## src/rtl/sensor_frame_pkg.sv

```systemverilog
// Shared types for the sensor frame publisher: FSM state, frame layout,
// overrun saturation value and sequence-number width.
// Imported by sensor_frame_ctrl.
package sensor_frame_pkg;

    typedef enum logic [1:0] {
        ST_IDLE  = 2'd0,   // cs idle, nothing pending
        ST_ARMED = 2'd1,   // cs idle, at least one sample pending
        ST_BUSY  = 2'd2    // SPI transaction active, frame frozen
    } state_t;

    // Seven signed fields plus the two "refreshed" flags. The staging copy
    // reuses the ok flags as its pend bits, so a publish is a plain copy.
    typedef struct packed {
        logic signed [15:0] quat_w;
        logic signed [15:0] quat_x;
        logic signed [15:0] quat_y;
        logic signed [15:0] quat_z;
        logic signed [15:0] gyro_x;
        logic signed [15:0] gyro_y;
        logic signed [15:0] gyro_z;
        logic               quat_ok;
        logic               gyro_ok;
    } frame_t;

    localparam logic [7:0] OVR_SAT = 8'd255;
    localparam int         SEQ_W   = 6;

    // Saturating add of up to two overwritten samples in one cycle.
    function automatic logic [7:0] ovr_add(input logic [7:0] cnt, input logic [1:0] inc);
        logic [8:0] sum;
        sum = {1'b0, cnt} + {7'b0, inc};
        return (sum > {1'b0, OVR_SAT}) ? OVR_SAT : sum[7:0];
    endfunction

endpackage

```

## src/rtl/sync_edge_det.sv

```systemverilog
// 2-flop synchronizer for an asynchronous level, with one-cycle rise/fall pulses.
// Latency: sync_o follows async_i after 2 clk edges; pulses coincide with the sync_o change.
// Backpressure: none, free-running.
// Ports: clk, rst_n (async active-low), async_i (raw level), sync_o, rise_o, fall_o.
module sync_edge_det #(
    parameter logic RST_VAL = 1'b1   // level assumed while in reset (idle level of the input)
) (
    input  logic clk,
    input  logic rst_n,
    input  logic async_i,
    output logic sync_o,
    output logic rise_o,
    output logic fall_o
);

    // [0] metastability flop, [1] synchronized value, [2] previous synchronized value
    logic [2:0] sh_q;

    always_ff @(posedge clk or negedge rst_n) begin
        if (!rst_n) begin
            sh_q <= {3{RST_VAL}};
        end else begin
            sh_q <= {sh_q[1:0], async_i};
        end
    end

    assign sync_o = sh_q[1];
    assign rise_o =  sh_q[1] & ~sh_q[2];
    assign fall_o = ~sh_q[1] &  sh_q[2];

endmodule

```

## src/rtl/sensor_frame_ctrl.sv

```systemverilog
// Stages quat/gyro samples and publishes them as one coherent frame while MCU chip select is idle.
// Latency: full pair publishes at strobe+2; lone sample publishes after TIMEOUT_CYCLES; cs_n->frozen in 3 cycles.
// Backpressure: none on the sample strobes; samples overwritten before publish are counted in overrun_cnt.
// Ports: clk, rst_n, cs_n, quat_valid/quat_*, gyro_valid/gyro_*  ->  frm_*, frm_quat_ok, frm_gyro_ok,
//        frm_seq, drdy, overrun_cnt.
// Build option: define FRAME_SEQ_EN to build the frame sequence counter; otherwise frm_seq is 0.
module sensor_frame_ctrl
    import sensor_frame_pkg::*;
#(
    parameter int TIMEOUT_CYCLES = 4096   // >= 2
) (
    input  logic        clk,
    input  logic        rst_n,
    input  logic        cs_n,
    input  logic        quat_valid,
    input  logic [15:0] quat_w,
    input  logic [15:0] quat_x,
    input  logic [15:0] quat_y,
    input  logic [15:0] quat_z,
    input  logic        gyro_valid,
    input  logic [15:0] gyro_x,
    input  logic [15:0] gyro_y,
    input  logic [15:0] gyro_z,
    output logic [15:0] frm_quat_w,
    output logic [15:0] frm_quat_x,
    output logic [15:0] frm_quat_y,
    output logic [15:0] frm_quat_z,
    output logic [15:0] frm_gyro_x,
    output logic [15:0] frm_gyro_y,
    output logic [15:0] frm_gyro_z,
    output logic        frm_quat_ok,
    output logic        frm_gyro_ok,
    output logic [5:0]  frm_seq,
    output logic        drdy,
    output logic [7:0]  overrun_cnt
);

    localparam int             TW       = $clog2(TIMEOUT_CYCLES);
    localparam logic [TW-1:0]  TMO_LAST = TW'(TIMEOUT_CYCLES - 1);

    logic cs_sync, cs_rise, cs_fall;

    sync_edge_det #(.RST_VAL(1'b1)) u_cs_sync (
        .clk     (clk),
        .rst_n   (rst_n),
        .async_i (cs_n),
        .sync_o  (cs_sync),
        .rise_o  (cs_rise),
        .fall_o  (cs_fall)
    );

    state_t        state_q, state_d;
    frame_t        stg_q, stg_d;     // stg_q.quat_ok / gyro_ok are the pend bits
    frame_t        frm_q, frm_d;
    logic [TW-1:0] tmo_q, tmo_d;
    logic          drdy_q, drdy_d;
    logic [7:0]    ovr_q, ovr_d;
    logic          publish;

    logic pend_q, pend_g, pend_any, expired, pub_cond;
    assign pend_q   = stg_q.quat_ok;
    assign pend_g   = stg_q.gyro_ok;
    assign pend_any = pend_q | pend_g;
    assign expired  = (tmo_q == TMO_LAST);
    assign pub_cond = (pend_q & pend_g) | expired;

    // FSM: next state and the publish strobe.
    always_comb begin
        state_d = state_q;
        publish = 1'b0;
        unique case (state_q)
            ST_IDLE: begin
                if (!cs_sync) begin
                    state_d = ST_BUSY;
                end else if (pend_any | quat_valid | gyro_valid) begin
                    // arming on the strobe itself gives the strobe+2 publish from idle
                    state_d = ST_ARMED;
                end
            end
            ST_ARMED: begin
                if (!cs_sync) begin
                    state_d = ST_BUSY;           // a starting transaction beats a publish
                end else if (pub_cond) begin
                    publish = 1'b1;
                    state_d = ST_IDLE;
                end
            end
            ST_BUSY: begin
                if (cs_rise) begin
                    state_d = pend_any ? ST_ARMED : ST_IDLE;
                end
            end
            default: state_d = ST_IDLE;
        endcase
    end

    // Datapath: staging capture, timeout, overrun, publish copy, drdy.
    always_comb begin
        stg_d  = stg_q;
        frm_d  = frm_q;
        tmo_d  = tmo_q;
        drdy_d = drdy_q;
        ovr_d  = ovr_q;

        // Overwrite of a sample that this cycle's publish is taking is not a loss.
        ovr_d = ovr_add(ovr_q, {1'b0, quat_valid & pend_q & ~publish} +
                               {1'b0, gyro_valid & pend_g & ~publish});

        if (publish || !pend_any) begin
            tmo_d = '0;
        end else if (!expired) begin
            tmo_d = tmo_q + TW'(1);
        end

        if (publish) begin
            frm_d         = stg_q;           // old staging contents, ok flags = pend bits
            drdy_d        = 1'b1;
            stg_d.quat_ok = 1'b0;
            stg_d.gyro_ok = 1'b0;
        end else if (cs_fall) begin
            drdy_d = 1'b0;
        end

        // Capture after the pend clear so a strobe in the publish cycle stays pending.
        if (quat_valid) begin
            stg_d.quat_w  = quat_w;
            stg_d.quat_x  = quat_x;
            stg_d.quat_y  = quat_y;
            stg_d.quat_z  = quat_z;
            stg_d.quat_ok = 1'b1;
        end
        if (gyro_valid) begin
            stg_d.gyro_x  = gyro_x;
            stg_d.gyro_y  = gyro_y;
            stg_d.gyro_z  = gyro_z;
            stg_d.gyro_ok = 1'b1;
        end
    end

    always_ff @(posedge clk or negedge rst_n) begin
        if (!rst_n) begin
            state_q <= ST_IDLE;
            stg_q   <= '0;
            frm_q   <= '0;
            tmo_q   <= '0;
            drdy_q  <= 1'b0;
            ovr_q   <= '0;
        end else begin
            state_q <= state_d;
            stg_q   <= stg_d;
            frm_q   <= frm_d;
            tmo_q   <= tmo_d;
            drdy_q  <= drdy_d;
            ovr_q   <= ovr_d;
        end
    end

`ifdef FRAME_SEQ_EN
    logic [SEQ_W-1:0] seq_q;

    always_ff @(posedge clk or negedge rst_n) begin
        if (!rst_n) begin
            seq_q <= '0;
        end else if (publish) begin
            seq_q <= seq_q + SEQ_W'(1);   // wraps 63 -> 0
        end
    end

    assign frm_seq = seq_q;
`else
    assign frm_seq = 6'h0;
`endif

    assign frm_quat_w  = frm_q.quat_w;
    assign frm_quat_x  = frm_q.quat_x;
    assign frm_quat_y  = frm_q.quat_y;
    assign frm_quat_z  = frm_q.quat_z;
    assign frm_gyro_x  = frm_q.gyro_x;
    assign frm_gyro_y  = frm_q.gyro_y;
    assign frm_gyro_z  = frm_q.gyro_z;
    assign frm_quat_ok = frm_q.quat_ok;
    assign frm_gyro_ok = frm_q.gyro_ok;
    assign drdy        = drdy_q;
    assign overrun_cnt = ovr_q;

endmodule

```

## config.mk

```make
export PLATFORM = sky130hd
export DESIGN_NAME = sensor_frame_ctrl
export DESIGN_NICKNAME = d
export VERILOG_FILES = /design/src/rtl/sensor_frame_pkg.sv /design/src/rtl/sync_edge_det.sv /design/src/rtl/sensor_frame_ctrl.sv
export SDC_FILE = /design/constraint.sdc
export NUM_CORES = 1
export LEC_CHECK = 0
export ABC_AREA = 1
export CAP_MARGIN = 20
export CORE_AREA = 5 5 129 192
export CTS_BUF_LIST = sky130_fd_sc_hd__clkbuf_4 sky130_fd_sc_hd__clkbuf_8 sky130_fd_sc_hd__clkbuf_16
export DETAILED_ROUTE_END_ITERATION = 8
export DIE_AREA = 0 0 134 197
export PLACE_DENSITY = 0.74
export SYNTH_ARGS = -nofsm -noshare
export SYNTH_HDL_FRONTEND = slang
export SYNTH_SLANG_ARGS = --single-unit
```

## constraint.sdc

```tcl
create_clock -name clk -period 3.95 [get_ports clk]
set_input_delay 1.185 -clock clk [delete_from_list [all_inputs] [get_ports clk]]
set_output_delay 1.185 -clock clk [all_outputs]
set_load 0.01 [all_outputs]
```

After elaboration in Yosys (flattened, before gate mapping)
Index checks and enable logic that the tools add are counted.
- bits in registers: 254
- bits of input ports: 117
- output and inout port bits: 129
- logic and storage cells: 73
- add/sub/neg operators: 3
- order comparisons: 1
- eq/ne operators: 7
- mux-type cells: 18
- bitwise logic cells: 14
- reduce and logical (&&, ||, !) cells: 7
- operators with widths (operator ; count):
    2-to-1 mux 12 bit ; 2
    adder 12 x 1 -> 12 bit (second input constant) ; 1
    equality test 12 bit (second input constant) ; 1
    2-to-1 mux 2 bit ; 6
    adder 8 x 2 -> 9 bit ; 1
    greater-than comparator 9 x 8 -> 1 bit (second input constant) ; 1
    2-to-1 mux 1 bit ; 8
    2-to-1 mux 8 bit ; 1
    bitwise AND 1 bit ; 7
    != test 3 bit (second input constant) ; 2
    one-hot mux 2 bit (3 select lines) ; 1
    nonzero test 2 bit ; 3
    bitwise OR 1 bit ; 4
    NOT 1 bit ; 3
    AND reduction 3 bit ; 1
    adder 1 x 1 -> 2 bit ; 1
    equality test 2 x 1 -> 1 bit (second input constant) ; 1
    equality test 2 bit (second input constant) ; 1
    logical NOT 2 bit ; 1
    != test 2 x 1 -> 1 bit (second input constant) ; 1
    != test 2 bit (second input constant) ; 1
    logical NOT 1 bit ; 1
    logical OR 1 bit ; 1

Depth between registers and ports, before layout
Gate-level depths: netlist of the first run.
- depth in word-level cells: 11
- depth in mapped cells: 16
- mapped depth without buffers: 14

Hierarchy
From an unflattened synthesis of the first run, not the netlist that was laid out.
- cells, all modules: 1027
- area total of the unflattened synthesis: 10183.5 um^2
- modules (own cells, without submodules) (module ; times used ; cells each ; area each (um^2) ; seq. area each (um^2)):
    sensor_frame_ctrl ; 1 ; 1020 ; 10089.7 ; 6281.0
    sync_edge_det ; 1 ; 7 ; 93.8 ; 78.8

Worst setup path before layout of the first run
No wires, ideal clock.
- path type: input -> register
- start: input port quat_valid
- end: register ovr_q[2], in the netlist overrun_cnt[2]
- arrival: 3.054 ns
- data required time: 3.867 ns
- path slack: 0.813 ns
- stages on the path: 10
- path buffers: 2
- cell sequence: clkbuf_1 -> clkbuf_1 -> nand3_1 -> fa_1 -> inv_1 -> ha_1 -> nand2_1 -> nor3_1 -> nand2_1 -> o21ai_0
- cells in the longest elaborated chain, start to end: 6
- ends and longest elaborated chain (what ; RTL line ; source):
    from (decl) ; sensor_frame_ctrl.sv:15 ; input logic quat_valid,
    bitwise AND 1 bit * (2 in a row) ; sensor_frame_ctrl.sv:106 ; ovr_d = ovr_add(ovr_q, {1'b0, quat_valid & pend_q & ~publish} +
    adder 1 x 1 -> 2 bit * ; sensor_frame_ctrl.sv:106 ;
    adder 8 x 2 -> 9 bit * ; sensor_frame_pkg.sv:32 ; sum = {1'b0, cnt} + {7'b0, inc};
    greater-than comparator 9 x 8 -> 1 bit ; sensor_frame_pkg.sv:33 ; return (sum > {1'b0, OVR_SAT}) ? OVR_SAT : sum[7:0];
    2-to-1 mux 8 bit * ; sensor_frame_pkg.sv:33 ;
    named net ovr_d[2] ; sensor_frame_ctrl.sv:57 ; logic [7:0] ovr_q, ovr_d;
    to (signal assigned) ; sensor_frame_ctrl.sv:154 ; ovr_q <= ovr_d;
    to (decl) ; sensor_frame_ctrl.sv:57 ;
Mark *: on every way through the listed nets, which the timed path passes. The rest lies on a longest branch.
A chain may end at the register's enable or synchronous reset.

Final worst setup path of the first run
- start: register tmo_q[0]
- end: register ovr_q[6], in the netlist overrun_cnt[6]
- cells in the longest elaborated chain, start to end: 11
- elaborated cells between the ends (all ways): 12
- classes of those cells: add/sub: 2; order compare: 1; eq/ne: 1; mux: 4; bitwise: 4
- ends and longest elaborated chain (what ; RTL line ; source):
    from (decl) ; sensor_frame_ctrl.sv:55 ; logic [TW-1:0] tmo_q, tmo_d;
    from (signal assigned) ; sensor_frame_ctrl.sv:152 ; tmo_q <= tmo_d;
    equality test 12 bit * ; sensor_frame_ctrl.sv:64 ; assign expired = (tmo_q == TMO_LAST);
    bitwise OR 1 bit * ; sensor_frame_ctrl.sv:65 ; assign pub_cond = (pend_q & pend_g) | expired;
    2-to-1 mux 1 bit * ; sensor_frame_ctrl.sv:83 ; end else if (pub_cond) begin
    2-to-1 mux 1 bit * ; sensor_frame_ctrl.sv:81 ; if (!cs_sync) begin
    2-to-1 mux 1 bit * ; sensor_frame_ctrl.sv:71 ; unique case (state_q)
    NOT 1 bit * ; sensor_frame_ctrl.sv:106, sensor_frame_ctrl.sv:107 ;
    bitwise AND 1 bit, on equally long branches ; sensor_frame_ctrl.sv:106, sensor_frame_ctrl.sv:107 ;
    adder 1 x 1 -> 2 bit * ; sensor_frame_ctrl.sv:106 ;
    adder 8 x 2 -> 9 bit * ; sensor_frame_pkg.sv:32 ;
    greater-than comparator 9 x 8 -> 1 bit ; sensor_frame_pkg.sv:33 ;
    2-to-1 mux 8 bit * ; sensor_frame_pkg.sv:33 ;
    named net ovr_d[6] ; sensor_frame_ctrl.sv:57 ;
Marked as above.

==> out/qor.yml, run 1 <==
gr-usage-all-layers_pct: 17.8
global_route.usage.met2_pct: 32.0
crit_arrival_ns: 3.61
routed-via-count: 7338
die-area_um2: 26400
pwr_density_cell_nw_per_um2: 674
clk_root_buffer_cell: "sky130_fd_sc_hd__clkbuf_16"
cts_tree: "built"
hold_violations: 0
hold_buffers: 0
insertion_delay_ns: 0.50
total_count_of_max_transition_violations_in_the_final_report: 0
drtAntennaViolNets: 0
drtPass1Iterations: 4
layout-area-overhead-vs-synth_pct: 31.9
yosysWarningCount: 0
layout_worst_path_cycle_share_pct: 81.1
mostFrequentLayoutCells: "251 x sky130_fd_sc_hd__dfrtp_1, 236 x sky130_fd_sc_hd__clkdlybuf4s50_1, 202 x sky130_fd_sc_hd__nand2_1"
post_route_cells_drive_above_1_share_pct: 16.7
initial_core_util_pct: 45.2
post_cts_resized: 0
grt_start_max_net_pins: 99
drc_errors: 0
crit_path_start_kind: "flip-flop"
rsz0062_at_grt: "false"
via_count_of_the_first_global_routing_pass: 7591
post_synth_num_cell_types: 34
run_status: "completed"
grt_use_met3_pct: 4.42
synth_sequential_area_ratio_pct: 61.5
critPathCaptureType: "flip-flop"
mostFrequentLayoutCell: "sky130_fd_sc_hd__dfrtp_1"
measured_slew_at_the_worst_slew_check_pin_ns: 1.11
cap_violations: 0
vias_per_cell: 4.74
yosys_register_bits: 254
synth_cells: 1028
globalplace.congestion: 0.786
async_flop_share_pct: 100
diodes: 0
grt_pass1_wl_mm: 38.6
fin_worst_skew_ns: 0.0106
clk_pin_slew_ns: 0.06
worst-setup-path-type: "flip-flop to flip-flop"
finalCoreUtilization_pct: 59.5
core_area_um2: 22900
setup_ws_ns: 0.747
fmaxAchievable_mhz: 312
die_w_um: 134
worst_slew_slack_as_a_fraction_of_its_limit_pct: 26.0
sequential_cell_area_um2: 6360
route.final.wire_length_mm: 23.5
leading_cell_types_by_total_area_after_synthesis: "sky130_fd_sc_hd__dfrtp_1 61%, sky130_fd_sc_hd__nand2_1 7.3%, sky130_fd_sc_hd__o21ai_2 6.2%"
ir_drop_mv: 0.432
place_ws_ns: 0.790
yosysTopAreaCellShare_pct: 60.8
critPathMaxFanout: 39
wl_per_cell_um: 15.2
cts.path.max_buffers: 3
yosys.area.top_type: "sky130_fd_sc_hd__dfrtp_1"
final-instance-count-excl-fill: 1549
netlist_area_um2: 10300
place_hpwl_mm: 16.4
leakagePower_nw: 6.39
pin_count: 246
dieHeight_um: 197
port_buffers: 239
clock_sinks: 254
detailedRoute.firstIterationViolations: 256
postSynth.topFlopCell: "sky130_fd_sc_hd__dfrtp_1"
antenna_found_initial: 0
grt-ovfl-total: 0
grt.met1_usage_pct: 21.1
cts_htree_levels: 1
global_route.peak_usage_layer: "met2"
setup_total_negative_slack_ns: 0
area_of_the_multi_input_gates_um2: 3080
row_count: 68
finalSetupViolCount: 0
cts_buffers: 24
placed_cells_incl_taps: 1505
n_fill_cell: 1933
finish.net_count: 1371
hold_class: "flip-flop to flip-flop"
post-cts-setup-buffers: 0
synth-edff-count: 0
timing.critical_path.required_ns: 4.36
period_minus_slack_ns: 3.20
postSynthAreaPerCell_um2: 10.1
## through the flow
stage | power [mW] | cell area, µm² | hold slack [ns]
4_1_cts | 9.32 | 13600 | 0.356
5_1_grt | 9.74 | 13600 | 0.363
3_5_place_dp | 6.92 | 12800 | 0.347
3_3_place_gp | 6.84 | 12800 | 0.347
2_1_floorplan | 5.34 | 10400 | 0.345
6_report | 9.19 | 13600 | 0.355
## worst max-delay path: stages, from the launching register on
cell and delay [ns]:
sky130_fd_sc_hd__dfrtp_1 0.40, sky130_fd_sc_hd__ha_1 0.26, sky130_fd_sc_hd__nand2_2 0.13, sky130_fd_sc_hd__nor2_4 0.05
sky130_fd_sc_hd__nand3_2 0.18, sky130_fd_sc_hd__nand2_2 0.14, sky130_fd_sc_hd__nand2_8 0.29, sky130_fd_sc_hd__nand3_1 0.15
sky130_fd_sc_hd__fa_1 0.42, sky130_fd_sc_hd__inv_1 0.09, sky130_fd_sc_hd__ha_1 0.19, sky130_fd_sc_hd__nand2_1 0.08
sky130_fd_sc_hd__nor3_1 0.32, sky130_fd_sc_hd__nand2_1 0.24, sky130_fd_sc_hd__o21ai_0 0.16
## report_power, final
part / total [mW] / internal [mW] / switching, mW
clock: 2.34 / 1.39 / 0.953
combinational: 3.07 / 1.58 / 1.50
sequential: 3.77 / 3.31 / 0.458
## synth_stat cells (2+ instances only)
cell type                  number
sky130_fd_sc_hd__dfrtp_1      251
sky130_fd_sc_hd__nand2_1      202
sky130_fd_sc_hd__inv_1        137
sky130_fd_sc_hd__o21ai_0      120
sky130_fd_sc_hd__o21ai_2       73
sky130_fd_sc_hd__nand2_2       72
sky130_fd_sc_hd__o21ai_1       38
sky130_fd_sc_hd__nor2_1        28
sky130_fd_sc_hd__clkbuf_1      27
sky130_fd_sc_hd__buf_6         21
sky130_fd_sc_hd__nand3_1       16
sky130_fd_sc_hd__buf_4          6
sky130_fd_sc_hd__a21oi_1        4
sky130_fd_sc_hd__buf_2          3
sky130_fd_sc_hd__dfstp_2        3
sky130_fd_sc_hd__nand4_1        3
sky130_fd_sc_hd__a31oi_1        2
sky130_fd_sc_hd__ha_1           2
sky130_fd_sc_hd__nor3_1         2
sky130_fd_sc_hd__o21a_1         2
sky130_fd_sc_hd__o21bai_1       2
sky130_fd_sc_hd__xor2_1         2
## per-layer routing
metal	part of all wire (%)	up-vias
li1	-	3653
met2	52	179
met5	0	-
met3	6.5	31
met4	2.2	0
met1	39	3475
## registers in the layout, indices dropped and copies added (netlist names)
register	count
stg_q	112
frm_gyro_x	16
frm_gyro_y	16
frm_gyro_z	16
frm_quat_w	16
frm_quat_x	16
frm_quat_y	16
frm_quat_z	16
tmo_q	12
overrun_cnt	8
u_cs_sync.sh_q	3
state_q	2
drdy	1
frm_gyro_ok	1
frm_quat_ok	1
pend_g	1
pend_q	1
## path summary, 6_finish.rpt
kind,start,to,slack (ns),depth (start not counted)
worst min-delay path,u_cs_sync.sh_q[0],u_cs_sync.sh_q[1],0.36,0
worst max-delay path,tmo_q[0],overrun_cnt[6],0.75,14
worst max register to register,tmo_q[0],overrun_cnt[6],0.75,14
max in group asynchronous,rst_n,u_cs_sync.sh_q[1],2.43,2
worst min register to register,u_cs_sync.sh_q[0],u_cs_sync.sh_q[1],0.36,0
min in group asynchronous,rst_n,frm_gyro_z[13],0.62,1
## logic make-up after synthesis
| group | count (synthesis) | synth area share [%] |
|---|---|---|
| AND/OR/NAND/NOR | 329 | 14.3 |
| flip-flops | 254 | 61.5 |
| AO/OA/AOI/OAI | 242 | 14.5 |
| buffers and inverters | 196 | 8.91 |
| XOR/XNOR | 3 | 0.254 |
| adder cells (fa/ha/maj) | 3 | 0.436 |
| other | 1 | 0.0363 |
## layout make-up
class,instances,share of cell area [%]
clock inverters,6,0.432
multi-input cells,583,22.6
repair buffers,250,18.3
clock buffers,38,5.58
flip-flops and latches,254,46.7
well taps,280,2.57
inverters,138,3.80
(Power assumes the default switching activity.)
==> inputs of run 2 (changes only) <==
- clock period: 3.95 -> 3.3 ns (I/O delays scaled with it)
==> run 2 against run 1 <==
Non-clock buffer count decreased by 1. Register-to-register slack got worse by 0.37 ns. Setup slack got worse by 0.37 ns. Clock power is 16% higher. Fmax up 9.5%. Critical path depth did not move. Clock-buffer cell count unchanged. Global-route usage is 0.58 points lower. Highest routed layer is now met5.
==> out/qor.yml, run 2 (same netlist as run 1, synthesis figures left out) <==
worst_slew_slack_as_a_fraction_of_its_limit_pct: 26.0  # about the same
worst_path_largest_cell_delay_ns: 0.40  # was 0.42 ns
pin_count: 246  # unchanged
finish.instance_area_um2: 13600  # about the same
cts_htree_levels: 1  # unchanged
largest_register_ffs: 112  # unchanged
crit_path_start_kind: "flip-flop"  # unchanged
cts.path.max_buffers: 3  # unchanged
hold_buffers: 0  # unchanged
wl_per_cell_um: 14.7  # was 15.2 µm
crit_arrival_ns: 3.35  # was 3.61 ns
leakagePower_nw: 6.37  # was 6.39 nW
route.final.wire_length_mm: 22.8  # was 23.5 mm
fin_worst_skew_ns: 0.0105  # was 0.0106 ns
die_w_um: 134  # unchanged
total_count_of_max_transition_violations_in_the_final_report: 0  # unchanged
top_register: "stg_q"  # unchanged
cts_tree: "built"  # unchanged
detailedRoute.firstIterationViolations: 275  # was 256
worst-setup-path-type: "flip-flop to flip-flop"  # unchanged
period_minus_slack_ns: 2.93  # was 3.20 ns
clk_pin_slew_ns: 0.06  # about the same
fmaxAchievable_mhz: 342  # was 312 MHz
gr-usage-all-layers_pct: 17.2  # was 17.8%
vias_per_cell: 4.70  # was 4.74
dpl-instance-area_um2: 12800  # about the same
drtPass1Iterations: 4  # unchanged
rsz0062_at_grt: "false"  # unchanged
globalplace.congestion: 0.761  # was 0.786
measured_slew_at_the_worst_slew_check_pin_ns: 1.11  # about the same
place_hpwl_mm: 15.8  # was 16.4 mm
hold_class: "flip-flop to flip-flop"  # unchanged
cap_violations: 0  # unchanged
post-cts-setup-buffers: 0  # unchanged
critical_path.cell_chain: "ha_1 -> nand2_2 -> nor2_4 -> nand3_2 -> nand2_2 -> nand2_8 -> nand3_1 -> fa_1 -> inv_1 -> ha_1 -> nand2_1 -> nor3_1 -> nand2_1 -> o21ai_0"  # unchanged
dieHeight_um: 197  # unchanged
die-area_um2: 26400  # unchanged
cts_buffers: 24  # unchanged
ir_drop_mv: 0.512  # was 0.432 mV
post_route_cells_drive_above_1_share_pct: 16.6  # was 16.7%
layout_worst_path_cycle_share_pct: 88.7  # was 81.1%
finish.net_count: 1370  # was 1,371
mostFrequentLayoutCell: "sky130_fd_sc_hd__dfrtp_1"  # unchanged
grt-ovfl-total: 0  # unchanged
via_count_of_the_first_global_routing_pass: 7405  # was 7,591
critPathMaxFanout: 21  # was 39
critPathCaptureType: "flip-flop"  # unchanged
layout-area-overhead-vs-synth_pct: 31.8  # was 31.9%
clk_root_buffer_cell: "sky130_fd_sc_hd__clkbuf_16"  # unchanged
power_mw: 10.9  # was 9.19 mW
drc_errors: 0  # unchanged
crit_slowest_cell: "sky130_fd_sc_hd__dfrtp_1"  # was sky130_fd_sc_hd__fa_1
routed-via-count: 7281  # was 7,338
core_area_um2: 22900  # unchanged
initial_core_util_pct: 45.2  # unchanged
setup_ws_ns: 0.374  # was 0.747 ns
drtAntennaViolNets: 0  # unchanged
row_count: 68  # unchanged
antenna_found_initial: 4  # was 0
run_status: "completed"  # unchanged
mostFrequentLayoutCells: "251 x sky130_fd_sc_hd__dfrtp_1, 236 x sky130_fd_sc_hd__clkdlybuf4s50_1, 202 x sky130_fd_sc_hd__nand2_1"  # unchanged
post_cts_resized: 0  # unchanged
pwr_density_cell_nw_per_um2: 798  # was 674 nW/µm²
port_buffers: 239  # unchanged
hold_violations: 0  # unchanged
setup_total_negative_slack_ns: 0  # unchanged
clock_sinks: 254  # unchanged
grt_pass1_wl_mm: 37.3  # was 38.6 mm
timing.critical_path.required_ns: 3.72  # was 4.36 ns
finalSetupViolCount: 0  # unchanged
insertion_delay_ns: 0.51  # was 0.50 ns
grt_start_max_net_pins: 131  # was 99
place_ws_ns: 0.411  # was 0.790 ns
[run 2: final cells by class]
cell class / instances / area (µm²)
timing repair buffer: 249 / 2500
clock buffer: 38 / 767
multi-input combinational: 583 / 3080
inverter: 138 / 518
clock inverter: 6 / 32.5
sequential: 254 / 6360
tap: 280 / 350
antenna: 2 / 5.00
fill: 1930 / 9270
[run 2: worst paths after layout]
path,startpoint,endpoint,slack [ns],cells after the start
worst max-delay path,tmo_q[0],overrun_cnt[6],0.37,14
worst min-delay path,u_cs_sync.sh_q[0],u_cs_sync.sh_q[1],0.36,0
worst max register to register,tmo_q[0],overrun_cnt[6],0.37,14
worst min register to register,u_cs_sync.sh_q[0],u_cs_sync.sh_q[1],0.36,0
max in group asynchronous,rst_n,frm_quat_y[0],1.98,2
min in group asynchronous,rst_n,frm_gyro_z[13],0.46,1
[run 2: critical path, delay by kind of cell (launching register included)]
kind / cells / cell delay, ns
DFF: 1 / 0.40
and+or+nand+nor: 9 / 1.42
buffers and inverters: 1 / 0.08
AOI/OAI and AO/OA: 1 / 0.13
adders and majority gates: 3 / 0.84
[run 2: power breakdown]
part	internal [mW]	leakage, nW	total [mW]	switching, mW
registers	3.96	3.15	4.50	0.538
logic	1.89	2.82	3.65	1.76
clock network	1.60	0.406	2.72	1.12
[run 2: stage by stage]
stage          hold slack (ns)  util (%)  cells
6_report                 0.356      59.5   1550
5_1_grt                  0.361      59.5   1550
4_1_cts                  0.356      59.5   1548
3_5_place_dp             0.347      56.0   1504
3_3_place_gp             0.346      56.0   1504
2_1_floorplan            0.345         -   1033
[run 2: layer usage]
| metal | wire (µm) | vias to the layer above | GRT usage, % |
|---|---|---|---|
| met3 | 1570 | 38 | 4.93 |
| met4 | 541 | 4 | 5.22 |
| met1 | 9090 | 3408 | 20.8 |
| li1 | - | 3660 | - |
| met5 | 23 | - | 0 |
| met2 | 11600 | 171 | 29.9 |
==> inputs of run 3 (changes only) <==
- CTS_CLUSTER_SIZE: not set -> 8
==> run 3 against run 2 <==
Fmax fell by 0.23%. Power up 7.4%. Largest power group unchanged. Global-route usage increased by 0.60 points.
==> out/qor.yml, run 3 (same netlist as run 1, synthesis figures left out) <==
top_register: "stg_q"  # unchanged
worst_hold_end: "u_cs_sync.sh_q[1]"  # unchanged
cts_tree: "built"  # unchanged
r2r_setup_slack_ns: 0.37  # about the same
cts_buffers: 37  # was 24
leakagePower_nw: 6.52  # was 6.37 nW
wl_per_cell_um: 15.0  # was 14.7 µm
initial_core_util_pct: 45.2  # unchanged
core_area_um2: 22900  # unchanged
pwr_density_cell_nw_per_um2: 838  # was 798 nW/µm²
grt-ovfl-total: 0  # unchanged
ir_drop_mv: 0.463  # was 0.512 mV
fin_worst_skew_ns: 0.0127  # was 0.0105 ns
crit_path_start_kind: "flip-flop"  # unchanged
insertion_delay_ns: 0.49  # was 0.51 ns
hold_buffers: 0  # unchanged
globalplace.congestion: 0.761  # unchanged
antenna_found_initial: 4  # unchanged
critPathMaxFanout: 21  # unchanged
post_cts_resized: 0  # unchanged
dieHeight_um: 197  # unchanged
critPathCaptureType: "flip-flop"  # unchanged
place_hpwl_mm: 15.8  # unchanged
run_status: "completed"  # unchanged
period_minus_slack_ns: 2.93  # about the same
vias_per_cell: 4.73  # was 4.70
crit_arrival_ns: 3.34  # was 3.35 ns
drtPass1Iterations: 4  # unchanged
cts.path.max_buffers: 3  # unchanged
mostFrequentLayoutCells: "251 x sky130_fd_sc_hd__dfrtp_1, 236 x sky130_fd_sc_hd__clkdlybuf4s50_1, 202 x sky130_fd_sc_hd__nand2_1"  # unchanged
port_buffers: 239  # unchanged
fmaxAchievable_mhz: 341  # was 342 MHz
via_count_of_the_first_global_routing_pass: 7575  # was 7,405
measured_slew_at_the_worst_slew_check_pin_ns: 1.11  # about the same
clock_sinks: 254  # unchanged
setup_total_negative_slack_ns: 0  # unchanged
n_fill_cell: 1894  # was 1,930
clk_root_buffer_cell: "sky130_fd_sc_hd__clkbuf_16"  # unchanged
worst_slew_slack_as_a_fraction_of_its_limit_pct: 26.1  # was 26.0%
hold_path_depth: 0  # unchanged
post_route_cells_drive_above_1_share_pct: 17.3  # was 16.6%
routed-via-count: 7385  # was 7,281
drtAntennaViolNets: 0  # unchanged
layout-area-overhead-vs-synth_pct: 34.6  # was 31.8%
hold_violations: 0  # unchanged
cap_violations: 0  # unchanged
pin_count: 246  # unchanged
die-area_um2: 26400  # unchanged
worst-setup-path-type: "flip-flop to flip-flop"  # unchanged
regToRegEndpoint: "overrun_cnt[6]"  # unchanged
hold_start: "u_cs_sync.sh_q[0]"  # unchanged
total_count_of_max_transition_violations_in_the_final_report: 0  # unchanged
reg2reg_from: "tmo_q[0]"  # unchanged
timing.critical_path.required_ns: 3.71  # was 3.72 ns
grt_start_max_net_pins: 131  # unchanged
post-cts-setup-buffers: 0  # unchanged
gr-usage-all-layers_pct: 17.8  # was 17.2%
row_count: 68  # unchanged
grt_pass1_wl_mm: 38.3  # was 37.3 mm
hold_class: "flip-flop to flip-flop"  # unchanged
clk_pin_slew_ns: 0.05  # was 0.06 ns
finalSetupViolCount: 0  # unchanged
worst_r2r_path_depth: 14  # unchanged
layout_worst_path_cycle_share_pct: 88.9  # was 88.7%
die_w_um: 134  # unchanged
finish.net_count: 1383  # was 1,370
largest_register_ffs: 112  # unchanged
route.final.wire_length_mm: 23.4  # was 22.8 mm
mostFrequentLayoutCell: "sky130_fd_sc_hd__dfrtp_1"  # unchanged
power_mw: 11.7  # was 10.9 mW
cts_htree_levels: 2  # was 1
drc_errors: 0  # unchanged
rsz0062_at_grt: "false"  # unchanged
finalCoreUtilization_pct: 60.8  # was 59.5%
detailedRoute.firstIterationViolations: 268  # was 275
## run 3: final cells by class
cell class | count | area [µm²] | area share [%]
Antenna cell | 2 | 5.00 | 0.0360
Timing Repair Buffer | 249 | 2500 | 18.0
Multi-Input combinational cell | 583 | 3080 | 22.1
Tap cell | 280 | 350 | 2.52
Sequential cell | 254 | 6360 | 45.7
Inverter | 138 | 518 | 3.72
Clock buffer | 53 | 1090 | 7.81
Clock inverter | 1 | 8.76 | 0.0629
## run 3: layer usage
metal | vias up | share of wire, % | track usage (%)
met5 | - | 0.064 | 0
met4 | 4 | 2.5 | 6.21
met3 | 38 | 7.3 | 5.54
met2 | 202 | 51 | 31.1
met1 | 3455 | 39 | 20.7
li1 | 3686 | - | -
## run 3: critical path, cell delays in order (launching register included)
cell and delay, ns:
sky130_fd_sc_hd__dfrtp_1 0.39, sky130_fd_sc_hd__ha_1 0.26, sky130_fd_sc_hd__nand2_2 0.13, sky130_fd_sc_hd__nor2_4 0.05
sky130_fd_sc_hd__nand3_2 0.18, sky130_fd_sc_hd__nand2_2 0.14, sky130_fd_sc_hd__nand2_8 0.19, sky130_fd_sc_hd__nand3_1 0.12
sky130_fd_sc_hd__fa_1 0.39, sky130_fd_sc_hd__inv_1 0.08, sky130_fd_sc_hd__ha_1 0.18, sky130_fd_sc_hd__nand2_1 0.08
sky130_fd_sc_hd__nor3_1 0.30, sky130_fd_sc_hd__nand2_1 0.23, sky130_fd_sc_hd__o21ai_0 0.13
## run 3: worst max path at each step
stage | from | end | cells after the start
3_3_place_gp | tmo_q[0] | overrun_cnt[6] | 14
4_1_cts | tmo_q[0] | overrun_cnt[6] | 14
2_1_floorplan | quat_valid | overrun_cnt[2] | 10
3_5_place_dp | tmo_q[0] | overrun_cnt[6] | 14
6_report | tmo_q[0] | overrun_cnt[6] | 14
5_1_grt | tmo_q[0] | overrun_cnt[6] | 14
## run 3: where the power goes
part / internal [mW] / switching [mW] / total, mW
combinational: 1.89 / 1.76 / 3.65
clock: 2.25 / 1.25 / 3.50
sequential: 3.97 / 0.539 / 4.51
total: 8.11 / 3.55 / 11.7
## run 3: per-stage QoR
stage | instances | setup slack [ns] | area [µm²] | hold WS (ns)
floorplan | 1033 | 0.358 | 10400 | 0.345
global placement | 1504 | 0.438 | 12800 | 0.346
detailed placement | 1504 | 0.411 | 12800 | 0.347
CTS | 1558 | 0.370 | 13900 | 0.354
global route | 1560 | 0.0615 | 13900 | 0.359
finish | 1560 | 0.368 | 13900 | 0.354
